`config.mk`:
```
export PLATFORM = sky130hd
export DESIGN_NAME = buffer_read_scheduler
export DESIGN_NICKNAME = d
export VERILOG_FILES = /design/src/rtl/buffer_read_scheduler.sv
export SDC_FILE = /design/constraint.sdc
export NUM_CORES = 1
export LEC_CHECK = 0
export BUFFER_PORTS_ARGS = -buffer_cell sky130_fd_sc_hd__buf_2
export CAP_MARGIN = 10
export CORE_MARGIN = 10
export CORE_UTILIZATION = 54
export CTS_CLUSTER_SIZE = 8
export DETAILED_ROUTE_END_ITERATION = 16
export PLACE_DENSITY = 0.86
export SLEW_MARGIN = 25
export SYNTH_ARGS = -nofsm -noshare
export SYNTH_HDL_FRONTEND = slang
export SYNTH_SLANG_ARGS = --single-unit
```
`constraint.sdc`:
```
create_clock -name clk -period 5.1 [get_ports clk]
set_clock_uncertainty 0.15 [all_clocks]
set_input_delay 1.53 -clock clk [delete_from_list [all_inputs] [get_ports clk]]
set_output_delay 1.53 -clock clk [all_outputs]
set_load 0.01 [all_outputs]
```
`src/rtl/buffer_read_scheduler.sv`:
```
// buffer_read_scheduler: paces reads from four packet buffers. After a
// programmable cooldown it picks the fullest buffer (ties rotate round-robin
// after the last buffer served), raises a one-hot read request and waits for
// the read logic to acknowledge, abandon on timeout, or see the buffer drained.
module buffer_read_scheduler #(
  parameter int TICK_DIV    = 150000000, // cooldown length in clk cycles, >= 2
  parameter int ACK_TIMEOUT = 16,        // request lifetime without ack, >= 1
  parameter int OCC_W       = 3          // occupancy count width
) (
  input  logic             clk,
  input  logic             rst,
  input  logic             en,
  input  logic [OCC_W-1:0] occ0,
  input  logic [OCC_W-1:0] occ1,
  input  logic [OCC_W-1:0] occ2,
  input  logic [OCC_W-1:0] occ3,
  input  logic             rd_ack,
  output logic [3:0]       rd_req,
  output logic [1:0]       rd_sel,
  output logic             busy,
  output logic [4:0]       pkt_count,
  output logic             err_timeout
);

  localparam int CNT_W = (TICK_DIV > 2) ? $clog2(TICK_DIV) : 1;
  localparam int TMO_W = (ACK_TIMEOUT > 1) ? $clog2(ACK_TIMEOUT) : 1;
  localparam logic [CNT_W-1:0] CNT_LOAD = CNT_W'(TICK_DIV - 1);
  localparam logic [TMO_W-1:0] TMO_LAST = TMO_W'(ACK_TIMEOUT - 1);

  typedef enum logic [1:0] {
    S_IDLE = 2'd0,
    S_ARB  = 2'd1,
    S_REQ  = 2'd2,
    S_COOL = 2'd3
  } state_t;

  state_t           state_q, state_d;
  logic [CNT_W-1:0] cnt_q, cnt_d;
  logic [TMO_W-1:0] tmo_q, tmo_d;
  logic [1:0]       last_q, last_d;
  logic [3:0]       rd_req_q, rd_req_d;
  logic [1:0]       rd_sel_q, rd_sel_d;
  logic             busy_q, busy_d;
  logic [4:0]       pkt_q, pkt_d;
  logic             err_q, err_d;

  logic [3:0][OCC_W-1:0] occ_v;
  logic                  any_nz;
  logic [1:0]            pick_sel;
  logic                  sel_empty;

  assign occ_v     = {occ3, occ2, occ1, occ0};
  assign any_nz    = |{occ0, occ1, occ2, occ3};
  assign sel_empty = (occ_v[rd_sel_q] == '0);

  // Fullest buffer wins; scanning from last+1 with a strict compare makes the
  // earliest buffer in rotation order win any tie.
  function automatic logic [1:0] pick_fullest(input logic [3:0][OCC_W-1:0] occ_a,
                                               input logic [1:0] last);
    logic [1:0]       best;
    logic [1:0]       idx;
    logic [OCC_W-1:0] best_occ;
    best     = last + 2'd1;
    best_occ = occ_a[best];
    for (int k = 2; k <= 4; k++) begin
      idx = last + 2'(k);
      if (occ_a[idx] > best_occ) begin
        best     = idx;
        best_occ = occ_a[idx];
      end
    end
    return best;
  endfunction

  assign pick_sel = pick_fullest(occ_v, last_q);

  // Next-state and registered-output logic for the scheduler FSM.
  always_comb begin
    state_d  = state_q;
    cnt_d    = cnt_q;
    tmo_d    = tmo_q;
    last_d   = last_q;
    rd_req_d = rd_req_q;
    rd_sel_d = rd_sel_q;
    pkt_d    = pkt_q;
    err_d    = err_q;
    unique case (state_q)
      S_IDLE: begin
        if (en && any_nz) begin
          state_d = S_ARB;
        end
      end
      S_ARB: begin
        if (!any_nz) begin
          state_d = S_IDLE;
        end else begin
          rd_sel_d = pick_sel;
          rd_req_d = 4'b0001 << pick_sel;
          tmo_d    = '0;
          state_d  = S_REQ;
        end
      end
      S_REQ: begin
        if (rd_ack) begin
          pkt_d    = pkt_q + 5'd1;
          last_d   = rd_sel_q;
          rd_req_d = '0;
          cnt_d    = CNT_LOAD;
          state_d  = S_COOL;
        end else if (sel_empty) begin
          // Buffer drained by someone else: drop quietly, no cooldown.
          rd_req_d = '0;
          state_d  = S_IDLE;
        end else if (tmo_q == TMO_LAST) begin
          err_d    = 1'b1;
          last_d   = rd_sel_q;
          rd_req_d = '0;
          cnt_d    = CNT_LOAD;
          state_d  = S_COOL;
        end else begin
          tmo_d = tmo_q + TMO_W'(1);
        end
      end
      S_COOL: begin
        if (cnt_q == '0) begin
          state_d = S_IDLE;
        end else begin
          cnt_d = cnt_q - CNT_W'(1);
        end
      end
      default: begin
        state_d = S_IDLE;
      end
    endcase
    busy_d = (state_d == S_ARB) || (state_d == S_REQ);
  end

  // State and output registers; reset also cancels any in-flight request.
  always_ff @(posedge clk) begin
    if (rst) begin
      state_q  <= S_IDLE;
      cnt_q    <= '0;
      tmo_q    <= '0;
      last_q   <= 2'd3;
      rd_req_q <= '0;
      rd_sel_q <= '0;
      busy_q   <= 1'b0;
      pkt_q    <= '0;
      err_q    <= 1'b0;
    end else begin
      state_q  <= state_d;
      cnt_q    <= cnt_d;
      tmo_q    <= tmo_d;
      last_q   <= last_d;
      rd_req_q <= rd_req_d;
      rd_sel_q <= rd_sel_d;
      busy_q   <= busy_d;
      pkt_q    <= pkt_d;
      err_q    <= err_d;
    end
  end

  assign rd_req      = rd_req_q;
  assign rd_sel      = rd_sel_q;
  assign busy        = busy_q;
  assign pkt_count   = pkt_q;
  assign err_timeout = err_q;

endmodule

```
==> run_results.csv <==
group,metric,value,unit
synthesis,synth_cells,365,
setup_path,startpoint,"occ1[1]",
hold_path,min_from,"rd_req[3]",
sta,finalMaxSlewViolations,0,
placed_design,portBuffers,28,
grt,first_global_vias,2839,
grt,grt_max_degree,36,
routing,wirelength,7974,um
pwr,powerDensity,758.8,nW/um2
sta,hold_viol_final,0,
routing,antenna_left,0,
pwr,p_leak,0.001554,uW
finish,fin_area,3764,um2
routing,first_iter_violations,199,
setup_path,worstSetupPathType,"input pin to flip-flop",
sta,setup_ws,-0.2913,ns
cts,insertion_delay,0.30,ns
setup_path,critPathLaunchType,"input pin",
synthesis,ys.flop_type,"dfxtp_1",
setup_path,path_max_fanout,3,
pwr,ir_drop,0.0004478,V
synthesis,yosysWarnings,0,
synthesis,synth_edf_count,0,
flow_run,max_cap_viol_count,0,
routing,vias_per_cell,5.944,
hold_path,holdPathStages,2,
die,fp.coreArea,5507,um2
setup_path,crit_required,5.13,ns
finish,area_delta_synth_final,23.18,%
grt,grt_overflow,0,
synthesis,yosysTopAreaCellShare,32.10,%
cts,clockRootBuffer,"clkbuf_8",
finish,fin_nets,456,
sta,setup_viol,6,
cts,cts_tree,"yes",
synthesis,yosysSeqAreaShare,32.10,%
setup_path,r2r_cells,18,
cts,cts_max_level,2,
setup_path,cp.arrival,5.43,ns
synthesis,yosys.area.top_type,"dfxtp_1",
finish,final_util,68.35,%
routing,drt_pre_antenna_iters,4,
cts,numCtsBuffers,5,
synthesis,synth_area_per_cell,8.371,um2
setup_path,reg2reg_to,"rd_req[1]",
synthesis,synthTopCellsByArea,"dfxtp_1 (32%), ha_1 (6.6%), xor2_1 (6.3%), nor2_1 (5.7%), a21oi_1 (4.9%)",
synthesis,ys_seq_elements,49,
synthesis,syn_nets,397,
setup_path,ff2ff_setup_slack,0.17,ns
synthesis,synthTopCellsByCount,"dfxtp_1 (49), nor2_1 (46), a21oi_1 (30), nand2_1 (28), xor2_1 (22)",
routing,via_count,2954,
sta,fmaxAchievable,0.1855,GHz
die,io_pins,29,
placed_design,placed_cell_area,3467,um2
placed_design,dp_hpwl,5305,um
setup_path,worstReg2RegStart,"last_q[0]",
grt,grt_util_all_layers,16.54,%
status,status,"complete, but fails checks",
cts,clk_path_buf_depth,2,
placed_design,place_congestion,0.8812,
synthesis,synth_area,3055,um2
grt,grt_pass1_wl,12490,um
synthesis,ys_types,61,
setup_path,crit_path_end_kind,"flip-flop",
sta,period_share,105.7,%
sta,max-slew-margin-rel,55.24,%
cts,cts.clk_slew.worst_paths,0.09,ns
synthesis,async_flop_share,0,%
routing,drc,0,
finish,final_layout_size_suffix_gt1_share,26.82,%
grt,antenna_found_initial,0,
die,die_y,95.22,um
finish,antennaDiodeCount,0,
synthesis,synth_most_common_cell,"dfxtp_1",
sta,rsz0062_at_grt,"yes",
routing,wire_per_inst,16.04,um
die,die_area,9067,um2
die,rows,27,
sta,tightest_slew,0.6714,ns
die,die_x,95.22,um
hold_path,hold-path-endpoint,"rd_req[3]",
status,violations,"negative setup slack",
die,initial_core_util,55.49,%
sta,period_needed,5.391,ns
hold_path,hold_path.class,"flip-flop to flip-flop",
cts,cts.sinks,49,
stage by stage:
step                      hold WS, ns  setup WS, ns  instances  power [uW]  setup TNS, ns
final                          0.3121       -0.2913        497        2856         -1.524
after global routing           0.3341       -0.4877        497        3073         -2.549
after CTS                      0.3045      -0.07008        495        2605        -0.2355
after detailed placement       0.2908       -0.4920        479        2252         -2.658
after global placement         0.2872       -0.2974        479        2183         -1.517
after floorplan                0.3102      -0.09188        365        1858        -0.3460
layer usage:
layer	GRT usage, %	share of wire, %	up-vias
met5	0	0	-
met4	4.988	2.4	0
met3	4.006	6.4	23
met2	28.52	49	101
met1	19.82	42	1402
li1	-	-	1428
power by group:
group	leakage, uW	switching [uW]	internal [uW]
clock	0.0000395	117	97.6
sequential	0.000398	138	502
combinational	0.00112	1090	914
final cells by class:
type / instances / area [um2]
clock buffers: 8 / 80.08
fillers: 390 / 1743
inverters: 15 / 56.30
multi-input cells: 288 / 2110
flip-flops and latches: 49 / 980.9
well taps: 72 / 90.09
repair buffers: 65 / 446.7
worst max-delay path: stages:
cell      delay (ns)
buf_8           0.10
mux4_2          0.53
ha_4            0.30
nor2b_4         0.14
o21ai_2         0.07
a32oi_2         0.28
buf_4           0.19
mux2i_4         0.26
ha_4            0.24
a32oi_1         0.35
nor2_1          0.11
a21oi_1         0.16
ha_1            0.21
nor2b_4         0.05
o21ai_2         0.11
a32oi_2         0.09
a211oi_2        0.37
xnor2_1         0.22
o21ai_1         0.11
worst max path at each step:
| stage | to | slack [ns] | depth (start not counted) |
|---|---|---|---|
| global route | rd_req[2] | -0.49 | 22 |
| detailed placement | rd_sel[1] | -0.49 | 21 |
| global placement | rd_sel[1] | -0.30 | 21 |
| finish | rd_req[1] | -0.29 | 19 |
| CTS | rd_req[3] | -0.07 | 21 |
| floorplan | rd_sel[1] | -0.09 | 20 |
sequential cells by signal, indices dropped and copies added, names as in the netlist:
signal,cells
pkt_count,5
rd_sel,2
err_timeout,1
tmo_q,4
state_q,2
cnt_q,28
busy,1
rd_req,4
last_q,2
cell usage in the layout, fill, tap and decap left out, drive strengths merged, types with 6 or more instances in the layout:
cell / Yosys / final
nand2b: 6 / 6
ha: 16 / 16
nand2: 29 / 29
clkbuf: 10 / 8
o21ai: 20 / 20
xnor2: 9 / 9
buf: 3 / 65
dfxtp: 49 / 49
inv: 14 / 14
nor4: 9 / 9
xor2: 22 / 22
nand3: 11 / 11
nor2: 46 / 46
nor2b: 6 / 6
nor3: 13 / 13
nand4: 9 / 9
a21oi: 30 / 30
cells by family after synthesis:
group	after synthesis	synth area share, %
mux	14	6.552
xor+xnor	31	8.886
compound gates	76	15.64
simple gates	151	26.50
fa+ha+maj	16	6.552
buf+inv	28	3.767
flops	49	32.10
repair_timing:
action | in CTS | in global routing
gates resized for setup | 14 | 14
hold buffers | 0 | 0
endpoints found under the setup margin | 6 | 6
setup buffers | 8 | 2
pin swaps | 17 | 13
Power figures use the tool's default switching activity.
